### src/rtl/alu_serial_seq.sv
// rtl/alu_serial_seq.sv - bit-serial sequencer driving a single 1-bit ALU slice
// LSB-first, one bit per clock; SLT runs a forced add/sub compare pass before the result pass.
module alu_serial_seq #(
  parameter int WIDTH = 32
) (
  input  logic             clk,
  input  logic             rst_n,
  input  logic             start,
  input  logic [3:0]       op,
  input  logic [WIDTH-1:0] a,
  input  logic [WIDTH-1:0] b,
  output logic             alu_a,
  output logic             alu_b,
  output logic             alu_cin,
  output logic [3:0]       alu_sel,
  output logic             alu_less,
  input  logic             alu_out,
  input  logic             alu_cout,
  input  logic             alu_set,
  output logic [WIDTH-1:0] result,
  output logic             zero,
  output logic             overflow,
  output logic             busy,
  output logic             done
);

  localparam int IW = $clog2(WIDTH);
  localparam logic [IW-1:0] LAST_IDX = IW'(WIDTH - 1);

  typedef enum logic [1:0] {IDLE, PRE, RUN, DONE} state_t;

  state_t           state, state_next;
  logic [IW-1:0]    idx;
  logic [WIDTH-1:0] a_q, b_q;
  logic [3:0]       op_q;
  logic             carry_q, less_q, zero_q, ovf_q;
  logic             last, is_slt, drive;

  assign last     = (idx == LAST_IDX);
  assign is_slt   = (op_q[1:0] == 2'b11);
  assign drive    = (state == PRE) || (state == RUN);
  assign busy     = (state != IDLE);
  assign done     = (state == DONE);
  assign zero     = zero_q;
  assign overflow = ovf_q;

  always_ff @(posedge clk or negedge rst_n) begin
    if (!rst_n) state <= IDLE;
    else        state <= state_next;
  end

  // Slice inputs depend only on registered state, never on start.
  always_comb begin
    state_next = state;
    alu_a      = 1'b0;
    alu_b      = 1'b0;
    alu_cin    = 1'b0;
    alu_sel    = 4'b0000;
    alu_less   = 1'b0;
    if (drive) begin
      alu_a   = a_q[idx];
      alu_b   = b_q[idx];
      alu_cin = (idx == '0) ? op_q[2] : carry_q;
    end
    case (state)
      IDLE: if (start) state_next = (op[1:0] == 2'b11) ? PRE : RUN;
      PRE: begin
        alu_sel = {op_q[3:2], 2'b10};
        if (last) state_next = RUN;
      end
      RUN: begin
        alu_sel  = op_q;
        alu_less = (is_slt && idx == '0) ? less_q : 1'b0;
        if (last) state_next = DONE;
      end
      DONE:    state_next = IDLE;
      default: state_next = IDLE;
    endcase
  end

  always_ff @(posedge clk or negedge rst_n) begin
    if (!rst_n) begin
      a_q     <= '0;
      b_q     <= '0;
      op_q    <= '0;
      idx     <= '0;
      carry_q <= 1'b0;
      less_q  <= 1'b0;
      zero_q  <= 1'b0;
      ovf_q   <= 1'b0;
      result  <= '0;
    end else begin
      case (state)
        IDLE: if (start) begin
          a_q     <= a;
          b_q     <= b;
          op_q    <= op;
          idx     <= '0;
          carry_q <= op[2];
        end
        PRE: begin
          carry_q <= alu_cout;
          if (last) begin
            // Sign of the exact difference: MSB sum corrected by signed overflow.
            less_q  <= alu_set ^ (alu_cin ^ alu_cout);
            ovf_q   <= alu_cin ^ alu_cout;
            idx     <= '0;
            carry_q <= op_q[2];
          end else begin
            idx <= idx + 1'b1;
          end
        end
        RUN: begin
          carry_q     <= alu_cout;
          result[idx] <= alu_out;
          if (last) begin
            idx    <= '0;
            zero_q <= !alu_out && (result[WIDTH-2:0] == '0);
            if (op_q[1:0] == 2'b10) ovf_q <= alu_cin ^ alu_cout;
            else if (!is_slt)       ovf_q <= 1'b0;
          end else begin
            idx <= idx + 1'b1;
          end
        end
        default: ;
      endcase
    end
  end

endmodule

### config.mk
export PLATFORM = sky130hd
export DESIGN_NAME = alu_serial_seq
export DESIGN_NICKNAME = d
export VERILOG_FILES = /design/src/rtl/alu_serial_seq.sv
export SDC_FILE = /design/constraint.sdc
export NUM_CORES = 1
export LEC_CHECK = 0
export CAP_MARGIN = 10
export CORE_UTILIZATION = 45
export DETAILED_ROUTE_END_ITERATION = 10
export PLACE_DENSITY = 0.72
export SYNTH_ARGS = -nofsm -noshare
export SYNTH_HDL_FRONTEND = slang
export SYNTH_SLANG_ARGS = --single-unit
### constraint.sdc
create_clock -name clk -period 5.3 [get_ports clk]
set_input_delay 0.795 -clock clk [delete_from_list [all_inputs] [get_ports clk]]
set_output_delay 0.795 -clock clk [all_outputs]
set_load 0.03 [all_outputs]
==> impl_metrics.tcl, run 1 <==
set metrics [dict create \
    hold_viol 0 \
    synth_top_family_by_area "multiplexers" \
    synth_seq_area_share_pct 52.11 \
    dp.final_hpwl_um 8873 \
    cts_resized 0 \
    syn2layout_area_growth_pct 29.58 \
    synth_seq_cells 111 \
    drt.antenna.violating_nets 0 \
    grtUsageMet3_pct 3.773 \
    synth-adder-area-share_pct 2.113 \
    drv_slew 0 \
    drt-total-wl_um 12230 \
    yosys.area_share.simple_pct 8.873 \
    stdcell_area_mm2 0.006907 \
    crit_type "flip-flop to primary output" \
    maxCapViolations 0 \
    slew_headroom_pct 32.06 \
    r2r_slack_ps 2700 \
    clkSinkCount 111 \
    whs_path_depth 1 \
    num_rows 39 \
    instances_no_fill 676 \
    placed_cells 660 \
    gp_congestion 0.7661 \
    skew_ps 8.232 \
    cts_max_level 3 \
    fin_crit_ps 3979 \
    postCtsSetupBuffers 0 \
    status "finished clean" \
    grt_max_degree 64 \
    syn_nets 505 \
    cts_buffers 9 \
    clock_latency_ps 350 \
    fin_crit_sh_pct 75.07 \
    firstDrtPassIters 4 \
    worstHoldStart "a_q[5]$_DFFE_PN0P_" \
    setup-tns-final_ps 0 \
    synth.area.mux_share_pct 27.89 \
    grt_pass1_wl_um 20240 \
    cts.clk_slew.worst_paths_ps 70 \
    grt_overflow 0 \
    n_fill_cell 932 \
    yosysUniqueCellTypes 46 \
    finalSetupViolCount 0 \
    clockBufferDepth 2 \
    grt_pass1_vias 3855 \
    peakVddDrop_mv 0.2786 \
    grt_use_total_pct 21.02 \
    fp.dieH_um 110.8 \
    synth_area_mm2 0.005330 \
    antenna_cells 0 \
    placedInstanceArea_mm2 0.006553 \
    io_pins 118 \
    leakage_nw 2.951 \
    worstPathRequired_ps 4510 \
    worstHoldPathType "flip-flop to flip-flop" \
    synth_compound_area_share_pct 4.953 \
    syn_inst 422 \
    first_iter_violations 151 \
    postSynthAreaPerCell_um2 12.63 \
    dpl_worst_slack_ps 1708 \
    dominantRegCellSynth "dfrtp_1" \
    portBuffers 117 \
    crit_path_start_kind "flip-flop" \
    busiest_layer "met2" \
    reg2reg_from "idx[1]$_DFFE_PN0P_" \
    synthXorXnorAreaFrac_pct 0.4695 \
    antenna_found_initial 0 \
    worstSetupEndpointType "primary output" \
    holdPathEnd "a_q[5]$_DFFE_PN0P_" \
    cts_tree "done" \
    nets 611 \
    drc 0 \
    arrival_ps 3180 \
    timing.fmax_ghz 0.2513 \
    vias_per_cell 5.466 \
    clock-root-buffer "clkbuf_16" \
    reg2reg_depth 5 \
    vias 3695 \
    use_met1_pct 27.51 \
    r2r_end "state[0]$_DFFE_PN0P_" \
    synth-edff-count 0 \
    power.density_mw_per_mm2 560.2 \
    rsz0062_at_grt "false" \
    critPathMaxFanout 21 \
    async_flop_share_pct 100.0 \
    cts-hold-fix-buffers 0 \
    drive_gt1_share_pct 22.70 \
    initial_core_util_pct 46.48 \
    met2_usage_pct 35.36 \
    startpoint "idx[1]$_DFFE_PN0P_" \
    die_w_um 110.8 \
    core_mm2 0.01147 \
    routedWlPerCell_um 18.09 \
    worstMarginPinSlew_ps 1016 \
    dieArea_mm2 0.01228 \
    yosysWarnings 0 \
    setup_ws_ps 1321 \
]
==> worst max-delay path by stage <==
stage | to | slack [ps] | cells after the start
after detailed placement | alu_a | 1710 | 7
after global placement | alu_a | 1800 | 7
after floorplan | alu_b | 2690 | 7
final | alu_a | 1320 | 7
after global routing | alu_a | 1140 | 7
after CTS | alu_a | 1310 | 7
==> metal layers <==
layer	up-vias	wire, um
li1	1720	-
met1	1849	5329
met2	111	6176
met3	15	613
met4	0	112
met5	-	0
==> cells in the final DEF (no fill, tap or decap), drive strengths merged, types with 9 or more instances in the layout <==
cell type and count:
inv 12, ha 9, mux2 100, mux2i 24, nor2 41, o21ai 15, nand2 15, clkdlybuf4s50 116
dfrtp 111, o22ai 9, clkbuf 10
==> state kept, by name, indices dropped and copies added (netlist names) <==
register / cells
less_q: 1
overflow: 1
result: 32
idx: 5
op_q: 4
a_q: 32
carry_q: 1
state: 2
b_q: 32
zero: 1
==> critical path: stages, from the launching register on <==
cell and delay [ps]:
dfrtp_1 980, buf_4 370, mux2i_1 240, o22ai_1 110, nor3_1 210, nor2_1 80
o31a_1 250, clkdlybuf4s50_1 590
==> synth_stat cells, types with 3 or more instances <==
| library cell | instances | area, um^2 |
|---|---|---|
| a21oi_1 | 5 | 25.02 |
| a31oi_1 | 3 | 18.77 |
| and3_1 | 4 | 25.02 |
| buf_2 | 9 | 45.04 |
| buf_6 | 5 | 56.30 |
| clkbuf_1 | 9 | 33.78 |
| dfrtp_1 | 111 | 2778 |
| ha_1 | 9 | 112.6 |
| inv_1 | 11 | 41.29 |
| mux2_1 | 11 | 123.9 |
| mux2_2 | 89 | 1002 |
| mux2i_1 | 23 | 230.2 |
| mux4_2 | 4 | 90.09 |
| nand2_1 | 15 | 56.30 |
| nand3_1 | 3 | 15.01 |
| nor2_1 | 41 | 153.9 |
| nor3_1 | 4 | 20.02 |
| nor4_1 | 8 | 50.05 |
| o21ai_0 | 12 | 60.06 |
| o22ai_1 | 9 | 56.30 |
| o31ai_1 | 3 | 22.52 |
| or3b_1 | 3 | 26.28 |
==> kinds of logic after synthesis <==
family	after synthesis
flops	111
mux	129
compound gates	42
fa+ha+maj	9
simple gates	93
buf+inv	36
xor+xnor	2
==> final cells by class <==
type	count	area, um^2	share of cell area [%]
multi-input combinational	275	2364	34.22
tap	143	178.9	2.591
clock buffer	10	239.0	3.460
sequential	111	2778	40.22
clock inverter	6	115.1	1.667
timing repair buffer	120	1191	17.25
inverter	11	41.29	0.5978
==> report_power, final <==
part	switching (mW)	internal [mW]	total [mW]
Combinational	0.784	0.830	1.61
Clock	0.310	0.477	0.788
Sequential	0.275	1.19	1.47
==> stage by stage <==
| step | util [%] | power, mW | hold WS [ps] |
|---|---|---|---|
| 2_1_floorplan | - | 2.588 | 470.4 |
| 3_3_place_gp | 57.14 | 3.042 | 477.0 |
| 3_5_place_dp | 57.14 | 3.101 | 493.0 |
| 4_1_cts | 60.23 | 3.905 | 509.1 |
| 5_1_grt | 60.23 | 4.103 | 524.8 |
| 6_report | 60.23 | 3.869 | 505.2 |
(Power assumes the default switching activity.)
==> inputs of run 2 (changes only) <==
--- a/config.mk
+++ b/config.mk
@@ -8,7 +8,7 @@
 export CAP_MARGIN = 10
 export CORE_UTILIZATION = 45
 export DETAILED_ROUTE_END_ITERATION = 10
-export PLACE_DENSITY = 0.72
+export PLACE_DENSITY = 0.75
 export SYNTH_ARGS = -nofsm -noshare
 export SYNTH_HDL_FRONTEND = slang
 export SYNTH_SLANG_ARGS = --single-unit
==> constraint.sdc (replaced) <==
create_clock -name clk -period 3.6 [get_ports clk]
set_input_delay 0.54 -clock clk [delete_from_list [all_inputs] [get_ports clk]]
set_output_delay 0.54 -clock clk [all_outputs]
set_load 0.03 [all_outputs]
==> impl_metrics.tcl, run 2 (same netlist as run 1, synthesis figures left out) <==
set metrics [dict create \
    status "finished clean" \
    portBuffers 117 \
    critPathMaxFanout 11 \
    mostFrequentLayoutCells "116 x clkdlybuf4s50_1, 111 x dfrtp_1, 89 x mux2_2" \
    dieArea_mm2 0.01228 \
    grt_pass1_vias 3892 \
    n_fill_cell 933 \
    io_pins 118 \
    arrival_ps 2850 \
    clockBufferDepth 2 \
    vias 3682 \
    initial_core_util_pct 46.48 \
    fin_crit_sh_pct 94.26 \
    crit_path_start_kind "flip-flop" \
    dpl_worst_slack_ps 597.5 \
    cts.clk_slew.worst_paths_ps 70 \
    finalSetupViolCount 0 \
    nets 615 \
    clock-root-buffer "clkbuf_16" \
    cts-hold-fix-buffers 0 \
    core_mm2 0.01147 \
    skew_ps 10.41 \
    slew_headroom_pct 37.40 \
    timing.critical_path.buf_inv 2 \
    grt_max_degree 75 \
    timing.fmax_ghz 0.2947 \
    grt_overflow 0 \
    fp.dieH_um 110.8 \
    routedWlPerCell_um 17.83 \
    maxCapViolations 0 \
    gp_congestion 0.8084 \
    stdcell_area_mm2 0.006898 \
    antenna_found_initial 0 \
    grt_use_total_pct 20.38 \
    worstHoldPathType "input pin to asynchronous set/reset pin" \
    num_rows 39 \
    slowest_stage "dfrtp_1" \
    multiInputGateArea_mm2 0.002364 \
    rsz0062_at_grt "false" \
    clkSinkCount 111 \
    setup_ws_ps 206.6 \
    vias_per_cell 5.415 \
    antenna_cells 0 \
    placedInstanceArea_mm2 0.006608 \
    fin_crit_ps 3393 \
    crit_family "buffers and inverters" \
    setup-tns-final_ps 0 \
    critical-path-max-stage-delay_ps 720 \
    layout_commonest_cell "clkdlybuf4s50_1" \
    drt-total-wl_um 12120 \
    worstSetupEndpointType "primary output" \
    placed_cells 664 \
    power.density_mw_per_mm2 802.4 \
    dp.final_hpwl_um 9096 \
    die_w_um 110.8 \
    first_iter_violations 124 \
    regArea_mm2 0.002778 \
    utilization_pct 60.15 \
    worstPathRequired_ps 3060 \
    leakage_nw 2.951 \
    drc 0 \
    postCtsSetupBuffers 0 \
    worstMarginPinSlew_ps 939.0 \
    grt_pass1_wl_um 19870 \
    drt.antenna.violating_nets 0 \
    drv_slew 0 \
    drive_gt1_share_pct 23.28 \
    firstDrtPassIters 5 \
    instances_no_fill 680 \
    r2r_slack_ps 1180 \
    cts_buffers 9 \
    peakVddDrop_mv 0.4596 \
    clock_latency_ps 350 \
    hold_viol 0 \
    reg.largest.list "a_q: 32 flops, b_q: 32 flops, result: 32 flops" \
    crit_type "flip-flop to primary output" \
    cts_max_level 3 \
    cts_resized 0 \
    syn2layout_area_growth_pct 29.41 \
    crit_chain "buf_4 -> mux2i_1 -> nor2_1 -> or4_1 -> o31ai_1 -> a21boi_1 -> clkdlybuf4s50_1" \
    cts_tree "done" \
]
[run 2: cell count changes in the layout (fill, tap and decap cells not counted), sizes merged]
cell | previous run | this run
inv | 12 | 14
buf | 4 | 8
clkinv | 1 | 2
bufinv | 3 | 0
[run 2: final cells by class]
cell class	count	share of cell area, %
clock buffer	10	3.465
clock inverter	6	0.7437
inverter	11	0.5986
multi-input combinational	275	34.26
sequential	111	40.27
tap	143	2.594
timing repair buffer	124	18.07
[run 2: worst paths after layout]
check	startpoint	endpoint	depth (start not counted)
max in group asynchronous	rst_n	b_q[30]$_DFFE_PN0P_	2
setup reg to reg	idx[1]$_DFFE_PN0P_	state[0]$_DFFE_PN0P_	6
hold reg to reg	zero$_DFFE_PN0P_	zero$_DFFE_PN0P_	2
min in group clk	zero$_DFFE_PN0P_	zero$_DFFE_PN0P_	2
setup / recovery	idx[1]$_DFFE_PN0P_	alu_b	7
hold / removal	rst_n	result[18]$_DFFE_PN0P_	1
[run 2: per-layer routing]
layer,routed length [um],GRT usage (%),up-vias
met5,0,0,-
met4,196,6.756,0
met3,530,3.062,18
met2,5972,34.95,124
met1,5422,26.45,1811
li1,-,-,1729
[run 2: stage by stage]
step	hold WS [ps]	power, mW
5_1_grt	406.2	5.862
6_report	348.2	5.535
4_1_cts	371.2	5.578
3_3_place_gp	464.8	4.520
3_5_place_dp	488.3	4.606
2_1_floorplan	244.4	3.810
[run 2: power breakdown]
group	switching (mW)	internal, mW	leakage [nW]	total [mW]
combinational	1.17	1.25	1.44	2.42
sequential	0.397	1.76	1.37	2.15
clock	0.466	0.499	0.140	0.965
total	2.03	3.50	2.95	5.53
